--- config.mk ---
export PLATFORM = sky130hd
export DESIGN_NAME = alu_exec_unit
export DESIGN_NICKNAME = d
export VERILOG_FILES = /design/src/rtl/alu_exec_unit.sv
export SDC_FILE = /design/constraint.sdc
export NUM_CORES = 1
export LEC_CHECK = 0
export ABC_AREA = 0
export CAP_MARGIN = 30
export CORE_MARGIN = 2
export CORE_UTILIZATION = 55
export CTS_CLUSTER_DIAMETER = 200
export DETAILED_ROUTE_END_ITERATION = 16
export PLACE_DENSITY = 0.88
export SYNTH_ARGS = -nofsm -noshare
export SYNTH_HDL_FRONTEND = slang
export SYNTH_SLANG_ARGS = --single-unit
--- constraint.sdc ---
create_clock -name clk -period 7.82 [get_ports clk]
set_clock_uncertainty 0.2 [all_clocks]
set_input_delay 1.955 -clock clk [delete_from_list [all_inputs] [get_ports clk]]
set_output_delay 1.955 -clock clk [all_outputs]
set_load 0.02 [all_outputs]
--- src/rtl/alu_exec_unit.sv ---
// Single-cycle RISC-V integer execute stage: ALU control decode, 32-bit ALU and one output register stage.
// Optional build macro ALU_XOR_EN enables funct3=100 decode to XOR (ALU code 100).
module alu_exec_unit #(
  parameter int WIDTH = 32
) (
  input  logic             clk,
  input  logic             reset,
  input  logic             in_valid,
  input  logic [1:0]       alu_op,
  input  logic [2:0]       funct3,
  input  logic             op_5,
  input  logic             funct7_5,
  input  logic [WIDTH-1:0] src_a,
  input  logic [WIDTH-1:0] src_b,
  output logic [2:0]       alu_control,
  output logic [WIDTH-1:0] result,
  output logic             zero,
  output logic             out_valid
);

  localparam logic [2:0] CTL_ADD = 3'b000;
  localparam logic [2:0] CTL_SUB = 3'b001;
  localparam logic [2:0] CTL_AND = 3'b010;
  localparam logic [2:0] CTL_OR  = 3'b011;
  localparam logic [2:0] CTL_XOR = 3'b100;
  localparam logic [2:0] CTL_SLT = 3'b101;

  logic [WIDTH-1:0] alu_y;
  logic             slt_lt;

  always_comb begin
    alu_control = CTL_ADD;
    case (alu_op)
      2'b00: alu_control = CTL_ADD;
      2'b01: alu_control = CTL_SUB;
      2'b10: begin
        case (funct3)
          // Only R-type (op_5=1) honours funct7_5; ADDI with funct7_5=1 stays add.
          3'b000:  alu_control = (op_5 & funct7_5) ? CTL_SUB : CTL_ADD;
          3'b010:  alu_control = CTL_SLT;
          3'b110:  alu_control = CTL_OR;
          3'b111:  alu_control = CTL_AND;
`ifdef ALU_XOR_EN
          3'b100:  alu_control = CTL_XOR;
`endif
          default: alu_control = CTL_ADD;
        endcase
      end
      default: alu_control = CTL_ADD;
    endcase
  end

  assign slt_lt = $signed(src_a) < $signed(src_b);

  always_comb begin
    alu_y = '0;
    case (alu_control)
      CTL_ADD: alu_y = src_a + src_b;
      CTL_SUB: alu_y = src_a - src_b;
      CTL_AND: alu_y = src_a & src_b;
      CTL_OR:  alu_y = src_a | src_b;
`ifdef ALU_XOR_EN
      CTL_XOR: alu_y = src_a ^ src_b;
`else
      CTL_XOR: alu_y = '0;
`endif
      CTL_SLT: alu_y = {{(WIDTH-1){1'b0}}, slt_lt};
      default: alu_y = '0;
    endcase
  end

  always_ff @(posedge clk or posedge reset) begin
    if (reset) begin
      result    <= '0;
      zero      <= 1'b1;
      out_valid <= 1'b0;
    end else begin
      out_valid <= in_valid;
      if (in_valid) begin
        result <= alu_y;
        zero   <= (alu_y == '0);
      end
    end
  end

endmodule

==> flow_summary.ini <==
[sta]
setup_tns_ns = 0
fin_crit_ns = 6.35
tightest_slew_ns = 1.03
setup_viol = 0
slew_violations = 0
rsz0062_at_grt = false
max-slew-margin-rel_pct = 31.2
max_freq_mhz = 157
min_period_over_period_pct = 81.2
hold_viol = 0
layout_setup_ws_ns = 1.47

[pwr]
internal_power_mw = 0.591
seqPwrFrac_pct = 22.0
p_sw_mw = 0.464
worst_ir_drop_vdd_mv = 0.257
netSwitchingFraction_pct = 44.0
p_leak_nw = 3.41
combinationalPowerShare_pct = 60.6
power.share.clock_pct = 17.4
power_density_nw_per_um2 = 137

[cells_and_area]
nFillCells = 1023
n_antenna_cell = 0
layout.nets = 1153
final_cell_mix = clkdlybuf4s50_1 (109), a21oi_1 (105), ha_1 (105)
fin_cells = 1116
area_growth_pct = 19.5
layout-drive-gt1-share_pct = 3.91
seqCellArea_um2 = 852
multi_input_area_um2 = 5010
fin_util_pct = 67.3
final_common_cell = clkdlybuf4s50_1

[clock_tree]
cts_htree_levels = 2
cts_hold_buf = 0
cts.clk_slew.worst_paths_ns = 0.05
numCtsBuffers = 5
cts_tree = done
clk_latency_ns = 0.28
cts-root-buf = clkbuf_16
clkSinkCount = 34
cts_resized = 0
post_cts_buffers = 0
cts_buffer_depth = 2

[detailed_routing]
drc = 0
wire_per_inst_um = 17.9
vias_per_cell = 6.36
ant_nets = 0
drtPass1Iterations = 5
routed-via-count = 7102
drtIter0Drc = 733
routed_wl_um = 20000

[global_route]
grt_antenna_before_repair = 0
grt_pass1_wl_um = 31900
grt_start_max_net_pins = 64
grt.total_usage_pct = 30.8
grt_pass1_vias = 6327
grt_overflow = 0

[logic_synthesis]
syn_avg_cell_area_um2 = 7.17
synth_enable_flop_cells = 0
synth_cell_types = 82
synth-async-reset-ratio_pct = 100
ys_seq_elements = 34
yosys_warnings = 0
syn_area_um2 = 6430
synth_flop_cell = dfrtp_1
synth_fp_nets = 1078
synth-seq-area-share_pct = 13.3
syn_inst = 897

[die]
core-area_um2 = 11400
die-width_um = 112
io_pins = 111
dieArea_um2 = 12600
rows = 39
start_util_pct = 56.3
fp.dieH_um = 112

[placed_design]
place_ws_ns = 1.51
dp_hpwl_um = 15900
dp.cells = 1108
routabilityCongestion = 0.983
portBuffers = 110

[critical_path]
critPathLaunchType = primary input
cp.required_ns = 5.66
crit_fanout = 26
worstSetupPathType = in -> out
end_kind = output pin
crit_arrival_ns = 4.20

[hold_path]
hold_class = reg -> reg

[job]
cap_violations = 0

[status]
status = finished clean
-- power by group through the flow --
stage / Clock (mW) / Combinational [mW] / Sequential, mW
5_1_grt: 0.193 / 0.688 / 0.236
4_1_cts: 0.185 / 0.627 / 0.232
2_1_floorplan: 0 / 0.350 / 0.278
3_3_place_gp: 0 / 0.617 / 0.232
3_5_place_dp: 0 / 0.622 / 0.234
6_report: 0.184 / 0.639 / 0.232
-- metal layers --
| layer | share of wire, % | vias to the layer above | track usage, % | wire, um |
|---|---|---|---|---|
| li1 | - | 3331 | - | - |
| met1 | 43 | 3294 | 44.0 | 8640 |
| met2 | 44 | 424 | 49.0 | 8850 |
| met3 | 9.3 | 53 | 2.70 | 1850 |
| met4 | 3.3 | 0 | 10.8 | 657 |
| met5 | 0 | - | 0 | 0 |
-- final timing paths --
path                                             start                     end  slack, ns  cells after the start
worst min-delay path            result[14]$_DFFE_PP0P_  result[14]$_DFFE_PP0P_       0.28                      1
min in group asynchronous                        reset  result[24]$_DFFE_PP0P_       1.87                      3
worst max-delay path                         alu_op[0]          alu_control[0]       1.47                      7
worst min register to register  result[14]$_DFFE_PP0P_  result[14]$_DFFE_PP0P_       0.28                      1
worst max register to register   result[0]$_DFFE_PP0P_   result[0]$_DFFE_PP0P_       6.88                      2
max in group asynchronous                        reset        zero$_DFFE_PP1P_       5.23                      3
-- worst max-delay path, stage by stage --
cell and delay [ns]:
clkdlybuf4s50_1 0.43, inv_1 0.08, ha_1 0.17, nor2b_1 0.28, o221ai_2 0.17, inv_2 0.40
clkdlybuf4s50_1 0.70
-- stage by stage --
stage	hold WS, ns	area, um^2	total power, mW
6_report	0.281	7680	1.06
3_5_place_dp	0.271	7550	0.856
5_1_grt	0.295	7680	1.12
3_3_place_gp	0.262	7550	0.849
2_1_floorplan	0.391	6430	0.628
4_1_cts	0.282	7680	1.04
-- Yosys cell counts, types with 5 or more instances --
library cell,n,area [um^2]
a21oi_1,105,526
ha_1,105,1310
inv_1,96,360
nor2_1,94,353
nand2_1,73,274
o21ai_0,61,305
dfrtp_1,33,826
clkbuf_1,28,105
xnor2_1,21,184
o211ai_1,20,150
a22oi_1,15,113
nand3_1,15,75.1
nor3_1,15,75.1
buf_2,12,60.1
nor4_1,12,75.1
nor2b_1,11,68.8
a211oi_1,10,75.1
nand4_1,10,62.6
a21o_1,8,60.1
a31oi_1,8,50.1
nand2b_1,8,50.1
o31ai_1,8,60.1
o2111ai_1,6,52.6
o21bai_1,6,45.0
a211o_1,5,43.8
a21boi_0,5,37.5
buf_1,5,18.8
mux2i_1,5,50.1
or3_1,5,31.3
-- layout make-up --
cell class	instances	share of cell area (%)
multi-input cells	717	65.2
repair buffers	116	14.9
flip-flops and latches	34	11.1
inverters	98	4.79
well taps	143	2.33
clock buffers	8	1.78
-- logic make-up (layout without fill, tap and decap cells) --
logic type	after synthesis	count (layout)	share of synthesized area, %
AOI/OAI and AO/OA	312	312	32.8
and+or+nand+nor	267	267	19.6
buffers and inverters	146	222	8.95
adders and majority gates	107	107	21.1
DFF	34	34	13.3
xor gates and xnor gates	25	25	3.41
muxes	6	6	0.954
-- registers in the layout (all words and copies together), names as in the netlist --
name and count:
result 32, zero 1, out_valid 1
Note: power is estimated with default switching activity, not from simulation.
